$ cat src/rtl/wave_former_pkg.sv
// Shared wave former types: NCO control states, config word layout and the
// inverse CORDIC gain constant.
package wave_former_pkg;

    typedef enum logic [1:0] {
        IDLE    = 2'd0,
        RUN     = 2'd1,
        PENDING = 2'd2
    } nco_state_e;

    typedef struct packed {
        logic [31:0] freq;
        logic [15:0] phase;
        logic [15:0] amp;
        logic [15:0] div;
    } nco_cfg_t;

    // round(0.607253 * 2^16); treat as an unsigned magnitude.
    localparam logic [15:0] CORDIC_INV_GAIN = 16'h9B75;

endpackage

$ cat src/rtl/dffenr.sv
// Generic D register with clock enable and synchronous active-high reset.
module dffenr #(
    parameter int               WIDTH   = 1,
    parameter logic [WIDTH-1:0] RST_VAL = '0
) (
    input  logic             clk,
    input  logic             rst,
    input  logic             en_i,
    input  logic [WIDTH-1:0] d_i,
    output logic [WIDTH-1:0] q_o
);

    always_ff @(posedge clk) begin
        if (rst) begin
            q_o <= RST_VAL;
        end else if (en_i) begin
            q_o <= d_i;
        end
    end

endmodule

$ cat src/rtl/nco_divider.sv
// Sample-rate down-counter: ticks at zero, then reloads the period; clr_i
// forces the count to zero so the following cycle ticks.
module nco_divider #(
    parameter int DIV_WIDTH = 16
) (
    input  logic                 clk,
    input  logic                 rst,
    input  logic                 en_i,
    input  logic                 run_i,
    input  logic                 clr_i,
    input  logic [DIV_WIDTH-1:0] div_i,
    output logic                 tick_o
);

    localparam logic [DIV_WIDTH-1:0] ONE = DIV_WIDTH'(1);

    logic [DIV_WIDTH-1:0] count_q, count_d;

    assign tick_o = run_i & (count_q == '0);

    always_comb begin
        count_d = count_q;
        if (clr_i) begin
            count_d = '0;
        end else if (run_i) begin
            count_d = (count_q == '0) ? div_i : count_q - ONE;
        end
    end

    always_ff @(posedge clk) begin
        if (rst) begin
            count_q <= '0;
        end else if (en_i) begin
            count_q <= count_d;
        end
    end

endmodule

$ cat src/rtl/nco_phase_gen.sv
// NCO phase/amplitude source feeding the rotate CORDIC; config applied at a
// phase wrap. Define NCO_GAIN_COMP_EN to pre-scale amplitude by 1/CORDIC gain.
module nco_phase_gen
    import wave_former_pkg::*;
#(
    parameter int ACC_WIDTH = 32,
    parameter int Z_WIDTH   = 16,
    parameter int XY_WIDTH  = 16,
    parameter int DIV_WIDTH = 16
) (
    input  logic                 clk,
    input  logic                 en,
    input  logic                 rst,
    input  logic                 cfg_valid,
    output logic                 cfg_ready,
    input  logic [ACC_WIDTH-1:0] cfg_freq,
    input  logic [Z_WIDTH-1:0]   cfg_phase,
    input  logic [XY_WIDTH-1:0]  cfg_amp,
    input  logic [DIV_WIDTH-1:0] cfg_div,
    input  logic                 sync,
    output logic                 valid_out,
    output logic [XY_WIDTH-1:0]  x_out,
    output logic [XY_WIDTH-1:0]  y_out,
    output logic [Z_WIDTH-1:0]   z_out
);

    localparam int CFG_W = ACC_WIDTH + Z_WIDTH + XY_WIDTH + DIV_WIDTH;

    nco_state_e           state_q, state_d;
    logic [CFG_W-1:0]     act_q, shd_q, act_d, cfg_in;
    logic [XY_WIDTH-1:0]  amp_in;
    logic [ACC_WIDTH-1:0] act_freq, acc_q, acc_d;
    logic [Z_WIDTH-1:0]   act_phase, z_q;
    logic [XY_WIDTH-1:0]  act_amp, x_q;
    logic [DIV_WIDTH-1:0] act_div;
    logic                 valid_q, accept, div_tick, tick, wrap;
    logic                 load_act, load_shd, clr;

`ifdef NCO_GAIN_COMP_EN
    // Operands widened so the product cannot overflow before the >>> 16.
    assign amp_in = XY_WIDTH'(($signed({{17{cfg_amp[XY_WIDTH-1]}}, cfg_amp}) *
                               $signed({{(XY_WIDTH+1){1'b0}}, CORDIC_INV_GAIN})) >>> 16);
`else
    assign amp_in = cfg_amp;
`endif

    assign cfg_in    = {cfg_freq, cfg_phase, amp_in, cfg_div};
    assign act_freq  = act_q[CFG_W-1 -: ACC_WIDTH];
    assign act_phase = act_q[XY_WIDTH+DIV_WIDTH +: Z_WIDTH];
    assign act_amp   = act_q[DIV_WIDTH +: XY_WIDTH];
    assign act_div   = act_q[0 +: DIV_WIDTH];

    assign cfg_ready = (state_q != PENDING);
    assign accept    = cfg_valid & cfg_ready;
    // A sync cycle suppresses the tick; the cleared divider ticks next cycle.
    assign tick      = div_tick & ~sync;
    assign acc_d     = acc_q + act_freq;
    assign wrap      = acc_q[ACC_WIDTH-1] & ~acc_d[ACC_WIDTH-1];

    always_comb begin
        state_d  = state_q;
        act_d    = cfg_in;
        load_act = 1'b0;
        load_shd = 1'b0;
        clr      = 1'b0;
        case (state_q)
            IDLE: begin
                if (accept) begin
                    load_act = 1'b1;
                    clr      = 1'b1;
                    state_d  = RUN;
                end
            end
            RUN: begin
                if (sync) begin
                    clr      = 1'b1;
                    load_act = accept;
                end else if (accept) begin
                    load_shd = 1'b1;
                    state_d  = PENDING;
                end
            end
            PENDING: begin
                if (sync || (tick && (wrap || act_freq == '0))) begin
                    clr      = sync;
                    load_act = 1'b1;
                    act_d    = shd_q;
                    state_d  = RUN;
                end
            end
            default: state_d = IDLE;
        endcase
    end

    always_ff @(posedge clk) begin
        if (rst) begin
            state_q <= IDLE;
        end else if (en) begin
            state_q <= state_d;
        end
    end

    dffenr #(.WIDTH(CFG_W)) u_act_cfg (
        .clk(clk), .rst(rst), .en_i(en & load_act), .d_i(act_d), .q_o(act_q)
    );

    dffenr #(.WIDTH(CFG_W)) u_shd_cfg (
        .clk(clk), .rst(rst), .en_i(en & load_shd), .d_i(cfg_in), .q_o(shd_q)
    );

    nco_divider #(.DIV_WIDTH(DIV_WIDTH)) u_div (
        .clk(clk), .rst(rst), .en_i(en), .run_i(state_q != IDLE),
        .clr_i(clr), .div_i(act_div), .tick_o(div_tick)
    );

    always_ff @(posedge clk) begin
        if (rst) begin
            acc_q   <= '0;
            valid_q <= 1'b0;
            x_q     <= '0;
            z_q     <= '0;
        end else if (en) begin
            valid_q <= tick;
            if (clr) begin
                acc_q <= '0;
            end else if (tick) begin
                acc_q <= acc_d;
            end
            if (tick) begin
                z_q <= acc_q[ACC_WIDTH-1 -: Z_WIDTH] + act_phase;
                x_q <= act_amp;
            end
        end
    end

    assign valid_out = valid_q;
    assign x_out     = x_q;
    assign y_out     = '0;
    assign z_out     = z_q;

endmodule

$ cat config.mk
export PLATFORM = sky130hd
export DESIGN_NAME = nco_phase_gen
export DESIGN_NICKNAME = d
export VERILOG_FILES = /design/src/rtl/wave_former_pkg.sv /design/src/rtl/dffenr.sv /design/src/rtl/nco_divider.sv /design/src/rtl/nco_phase_gen.sv
export SDC_FILE = /design/constraint.sdc
export NUM_CORES = 1
export LEC_CHECK = 0
export BUFFER_PORTS_ARGS = -buffer_cell sky130_fd_sc_hd__buf_2
export CORE_MARGIN = 1
export CORE_UTILIZATION = 35
export CTS_BUF_LIST = sky130_fd_sc_hd__clkbuf_2
export DETAILED_ROUTE_END_ITERATION = 6
export GPL_TIMING_DRIVEN = 0
export PLACE_DENSITY = 0.59
export RECOVER_POWER = 50
export SYNTH_ARGS = -nofsm -noshare
export SYNTH_HDL_FRONTEND = slang
export SYNTH_SLANG_ARGS = --single-unit
$ cat constraint.sdc
create_clock -name clk -period 7.05 [get_ports clk]
set_input_delay 0.705 -clock clk [delete_from_list [all_inputs] [get_ports clk]]
set_output_delay 0.705 -clock clk [all_outputs]
set_load 0.005 [all_outputs]
After elaboration in Yosys (flattened, before gate mapping)
Cells that the tools add are included.

Add/subtract/negate cells: 3. Equality and inequality tests: 7. Multiplexer cells: 21. Bitwise operators: 8. Reduce and logical (&&, ||, !) cells: 13.

Operators with widths (count): 2-to-1 mux 80 bit (2); 2-to-1 mux 32 bit (2); 2-to-1 mux 16 bit (3); adder 32 bit (1); logical NOT 32 bit (1); adder 16 bit (1); logical NOT 16 bit (1); subtractor 16 x 1 -> 16 bit (second input constant) (1); inequality test 2 bit (second input constant) (5); 2-to-1 mux 2 bit (4); 2-to-1 mux 1 bit (7); AND 1 bit (6); one-hot mux 1 bit (3 select lines) (2); one-hot mux 2 bit (3 select lines) (1); AND reduction 2 bit (3); nonzero test 2 bit (3); AND reduction 5 bit (1); == test 2 x 1 -> 1 bit (second input constant) (1); == test 2 bit (second input constant) (1); logical NOT 2 bit (1); logical OR 1 bit (2); inverter 1 bit (2); logical AND 1 bit (1).

Register bits: 243. Input port bits: 85. Output and inout bits: 50. Logic and storage cells: 60.

Logic depth before layout (Yosys ltp)
Depth after elaboration: 10. Depth in mapped cells: 15. Gate-level depth less buffers: 13.

Modules after synthesis
A second synthesis with hierarchy kept.

Cells, all modules: 1336. Area, all modules: 12724.7 um^2.

By module, submodules not included: nco_phase_gen (instances 1, cells each 685, area an instance 5978.2 um^2, sequential area each 1341.3 um^2); dffenr (instances 2, cells each 258, area an instance 2869.0 um^2, sequential area each 1601.5 um^2); nco_divider (instances 1, cells each 135, area an instance 1008.5 um^2, sequential area each 320.3 um^2).

Least setup slack after synthesis
No wires, ideal clock.

Kind: register to register. From: register u_act_cfg.q_o[53]. To: register u_act_cfg.q_o[10]. Library setup time: 146 ps. Arrival time: 2802 ps. Data required time: 6904 ps. Slack: 4102 ps. Cell stages (with the launch flop): 13. Path buffers: 2. Period minus slack after synthesis: 2948 ps. Path through: dfxtp_1 -> ha_1 -> o21a_1 -> o21a_1 -> a31oi_2 -> nor3_1 -> o21ba_1 -> o2111a_1 -> o41ai_2 -> buf_4 -> clkbuf_4 -> mux2i_1 -> a211oi_2.

Word-level cells in the longest chain between the ends: 9. Elaborated cells on any way between the ends: 12. Classes of those cells: add/sub: 1; mux: 4; bitwise: 3; reduce/logical: 4.

RTL lines: start, declared (RTL line dffenr.sv:10) `output logic [WIDTH-1:0] q_o`; start signal, assigned (RTL line dffenr.sv:17) `q_o <= d_i;`; adder 32 bit (RTL line nco_phase_gen.sv:57) `assign acc_d = acc_q + act_freq;`; inverter 1 bit (RTL line nco_phase_gen.sv:58) `assign wrap = acc_q[ACC_WIDTH-1] & ~acc_d[ACC_WIDTH-1];`; AND 1 bit (RTL line nco_phase_gen.sv:58); logical OR 1 bit (*) (RTL line nco_phase_gen.sv:84) `if (sync || (tick && (wrap || act_freq == '0))) begin`; logical AND 1 bit (*) (RTL line nco_phase_gen.sv:84); logical OR 1 bit (*) (RTL line nco_phase_gen.sv:84); 2-to-1 mux 1 bit (RTL line nco_phase_gen.sv:84); one-hot mux 1 bit (3 select lines) (RTL line nco_phase_gen.sv:66) `case (state_q)`; AND 1 bit (RTL line nco_phase_gen.sv:104) `.clk(clk), .rst(rst), .en_i(en & load_act), .d_i(act_d), .q_o(act_q)`.

Mark *: on every way between the ends. The rest lies on a longest branch, timed or not. A chain may end at the register's enable or synchronous reset.

Worst setup path after layout
From: register u_div.count_q[10]. To: register acc_q[25].

Word-level cells in the longest chain between the ends: 9. Elaborated cells on any way between the ends: 10. Classes of those cells: mux: 3; bitwise: 2; reduce/logical: 5.

RTL lines: start, declared (RTL line nco_divider.sv:17) `logic [DIV_WIDTH-1:0] count_q, count_d;`; start signal, assigned (RTL line nco_divider.sv:34) `count_q <= count_d;`; logical NOT 16 bit (*) (RTL line nco_divider.sv:19) `assign tick_o = run_i & (count_q == '0);`; AND 1 bit (*) (RTL line nco_divider.sv:19); AND 1 bit (*) (RTL line nco_phase_gen.sv:56) `assign tick = div_tick & ~sync;`; logical AND 1 bit (RTL line nco_phase_gen.sv:84); logical OR 1 bit (RTL line nco_phase_gen.sv:84); 2-to-1 mux 1 bit (RTL line nco_phase_gen.sv:84); one-hot mux 1 bit (3 select lines) (RTL line nco_phase_gen.sv:66); nonzero test 2 bit (no line); AND reduction 2 bit (no line); end signal, assigned (RTL line nco_phase_gen.sv:118) `acc_q <= '0;`; end signal, assigned (RTL line nco_phase_gen.sv:125) `acc_q <= '0;`; end signal, assigned (RTL line nco_phase_gen.sv:127) `acc_q <= acc_d;`; end, declared (RTL line nco_phase_gen.sv:32) `logic [ACC_WIDTH-1:0] act_freq, acc_q, acc_d;`.

Marked as above.

==> impl_results.rst <==
.. list-table::
   :header-rows: 1

   * - Metric
     - Value
   * - Result of the run
     - finished clean
   * - Hold-fix buffers, CTS
     - 0
   * - Register-to-register path setup slack
     - between 2 and 3 ns
   * - Final setup skew
     - 0.0971 ns
   * - Total of warnings raised by yosys
     - 0
   * - Deepest level of the CTS H-tree
     - 3
   * - Share of synthesized area occupied by flip-flops and latches
     - between 40% and 50%
   * - Post-Syn Instances
     - 1432
   * - Critical path fanouts, max
     - 10
   * - Number of CTS-inserted buffers
     - 66
   * - Finished layout cell area
     - 13800 sq um
   * - Clock tree from TritonCTS
     - done
   * - Power Dens Cells
     - 207 nW/um^2
   * - Cell area reported after detailed placement
     - around 13000 sq um
   * - Top FF cell, synth
     - dfxtp_1
   * - Chip height
     - around 190 um
   * - Initial antenna violation count
     - 2
   * - Clock Tree Buf Depth
     - 3
   * - Period utilization
     - 62.7%
   * - Mean instance size in the synthesized netlist
     - 8.39 sq um
   * - EDFF count, synth
     - 0
   * - Number of I/O pins
     - 135
   * - Avg Vias per Cell
     - approximately 5
   * - Number of global-route vias before repair
     - about 10000
   * - Fraction of layout cells with a size suffix above 1
     - 16.1%
   * - Drt initial violations
     - 537
   * - Synth area leader
     - dfxtp_1
   * - Placeable Area
     - 33600 sq um
   * - Die footprint
     - ~35000 sq um
   * - Final setup viols
     - 0
   * - Area growth from synthesis to final layout
     - 15.1%
   * - Area of the mapped netlist
     - between 10000 and 15000 sq um
   * - Share of async-settable or async-resettable flops after synthesis
     - 0%
   * - Number of distinct standard cells referenced by the synthesized netlist
     - 72
   * - Most frequent cell on the critical path
     - clkbuf_1
   * - Peak supply drop
     - 0.0986 mV
   * - WP buf/inv
     - 2
   * - Number of cell instances on the worst register-to-register path
     - 10
   * - Max-slew headroom at the worst pin
     - between 20% and 30%
   * - Post-CTS setup buffer count
     - 0
   * - Initial core utilization
     - 35.7%
   * - Unrepaired setup endpoints after global routing
     - false
   * - Vias
     - ~11000
   * - Crit Path Category
     - reg2reg
   * - Number of placement rows
     - 67
   * - Master of the slowest instance on the critical path
     - nor3_1
   * - Smallest hold slack
     - 0.0577 ns
   * - R2r startpoint
     - u_div.count_q[10]
   * - Startpoint of the worst hold path
     - cfg_div[6]
   * - Slowest stage delay, CP
     - between 0.7 and 0.8 ns
   * - Required @ worst endpoint
     - 7.77 ns
   * - Utilization after layout
     - 41.1%
   * - Cell types occupying the most area after synthesis
     - dfxtp_1 (40%), nand2_1 (7.9%), a21oi_1 (7.0%)
   * - R2R Path End
     - acc_q[25]
   * - Global Route Usage Sum
     - 19.6%
   * - Number of storage elements in the synthesis netlist
     - 243
   * - Arrival @ worst endpoint
     - ~5 ns
   * - Residual overflow from global routing
     - 0
   * - Final Max Tran Viols
     - 0
   * - I/O Buffers
     - ~120
   * - CTS resizes
     - 0
   * - Leakage power
     - approximately 6.1 nW
   * - Placed cell count
     - 2013
   * - Reported max-cap violation count
     - 0
   * - Antenna viol nets, final
     - 0
   * - Clk Latency, worst-skew pair
     - between 0.8 and 0.9 ns
   * - Layout Cells excl Fill
     - 2129
   * - # DRC
     - 0
   * - Family with the most delay on the worst path
     - simple AND/OR/NAND/NOR gates
   * - Min-Delay Path Class
     - in2reg
   * - Largest net degree at the start of global routing
     - 11
   * - CP startpoint kind
     - flop
   * - Upper clock frequency limit
     - about 230 MHz
   * - Cell chain of the critical path
     - nor4_1 -> and2b_1 -> and4_1 -> clkbuf_1 -> o21ai_0 -> nor3_1 -> a21oi_1 -> nor2b_1 -> clkbuf_1 -> a22o_1
   * - Most frequent cell after synthesis
     - nand2_1
   * - Clock Sink Count
     - 243
   * - Final period demand of the worst path
     - 4.42 ns
   * - Min-Delay Path Depth
     - 3
   * - Final GP Congestion
     - just under 0.9
   * - First-pass GRT wire length
     - 54600 um
   * - Per-cell routed wire length
     - 16.4 um
   * - First drt pass iteration count
     - 5
   * - Clock tree root buffer cell
     - clkbuf_2
   * - CTS clk-pin slew, worst paths
     - about 0.11 ns
   * - Transition time at the pin with the least slew margin
     - 1.15 ns
   * - Detail Placement HPWL
     - 25500 um
   * - Hold-critical path endpoint
     - u_shd_cfg.q_o[6]
   * - Final total negative setup slack
     - 0 ns
   * - Fill cell instance count of the final layout
     - 3484
   * - Top post-synthesis cells by count
     - nand2_1 (253), dfxtp_1 (243), a21oi_1 (167)
   * - Nets@finish
     - between 1500 and 2000
   * - Die Width
     - approximately 190 um
   * - Post-detailed-routing wire length
     - 34900 um
   * - Top cell type's share of synthesized area
     - 40.5%
   * - Number of hold-slack violations in the final timing report
     - 0
   * - Crit path capture type
     - flop
-- through the flow --
step	total power [mW]	worst slack (ns)
3_5_place_dp	1.82	3.34
4_1_cts	2.90	3.21
5_1_grt	3.02	2.41
2_1_floorplan	1.70	4.10
6_report	2.87	2.63
3_3_place_gp	1.82	3.32
-- flip-flops by register name (all words and copies together), names as in the netlist --
signal         cells
u_shd_cfg.q_o     80
u_act_cfg.q_o     80
z_out             16
u_div.count_q     16
state_q            2
x_out             16
valid_out          1
acc_q             32
-- area by class of cell --
type	count	area, sq um	area share [%]
clock buffer	92	460	3.33
multi-input combinational	1077	6590	47.7
sequential	243	4860	35.2
inverter	21	78.8	0.570
antenna	2	5.00	0.0362
buffer	106	524	3.79
timing repair buffer	118	566	4.09
tap	448	561	4.06
clock inverter	22	176	1.28
-- metal layers --
metal / GRT usage [%] / up-vias / part of all wire [%]
met3: 3.88 / 52 / 4.8
met4: 8.29 / 0 / 2.7
li1: - / 5468 / -
met1: 24.6 / 5085 / 45
met5: 0 / - / 0
met2: 32.6 / 248 / 47
-- worst register-to-register path: stages, from the launching register on --
cell and delay [ns]:
dfxtp_1 0.37, nor4_1 0.51, and2b_1 0.25, and4_1 0.18, clkbuf_1 0.41, o21ai_0 0.30
nor3_1 0.77, a21oi_1 0.47, nor2b_1 0.37, clkbuf_1 0.30, a22o_1 0.31
-- layout by cell type, fill, tap and decap left out, drive strengths merged, types with 3 or more instances in the layout --
cell type / instances
nand2: 253
dfxtp: 243
clkbuf: 176
a21oi: 168
nor2: 141
buf: 140
a211oi: 84
mux2i: 82
ha: 48
o21ai: 43
xnor2: 27
inv: 22
a22oi: 21
a21o: 17
nor3: 17
clkinv: 17
conb: 16
nand3: 14
nor2b: 13
nor4: 12
xor2: 12
a22o: 11
or3: 10
and3: 7
o21a: 7
nand2b: 6
nand4: 6
o21bai: 6
o211ai: 5
nor3b: 5
a31oi: 4
nand3b: 3
bufinv: 3
o31ai: 3
o41ai: 3
-- cells by family after synthesis --
group | share of synthesized area (%)
flops | 40.5
buf+inv | 5.05
mux | 6.93
other cells | 0.0312
compound gates | 21.8
xor+xnor | 2.84
simple gates | 17.6
fa+ha+maj | 5.33
-- worst max path at each step --
stage	endpoint	cells after the start	start	slack (ns)
floorplan	u_act_cfg.q_o[10]	12	u_act_cfg.q_o[53]	4.10
global placement	u_act_cfg.q_o[77]	13	u_act_cfg.q_o[49]	3.32
detailed placement	u_act_cfg.q_o[78]	13	u_act_cfg.q_o[52]	3.34
CTS	u_act_cfg.q_o[77]	13	u_act_cfg.q_o[52]	3.21
global route	acc_q[25]	10	u_div.count_q[10]	2.41
finish	acc_q[25]	10	u_div.count_q[10]	2.63
-- report_power, final --
part	total [mW]	switching, mW	internal, mW
sequential	1.45	0.0373	1.42
clock	1.07	0.610	0.464
combinational	0.338	0.210	0.128
Note: power is estimated with default switching activity, not from simulation.
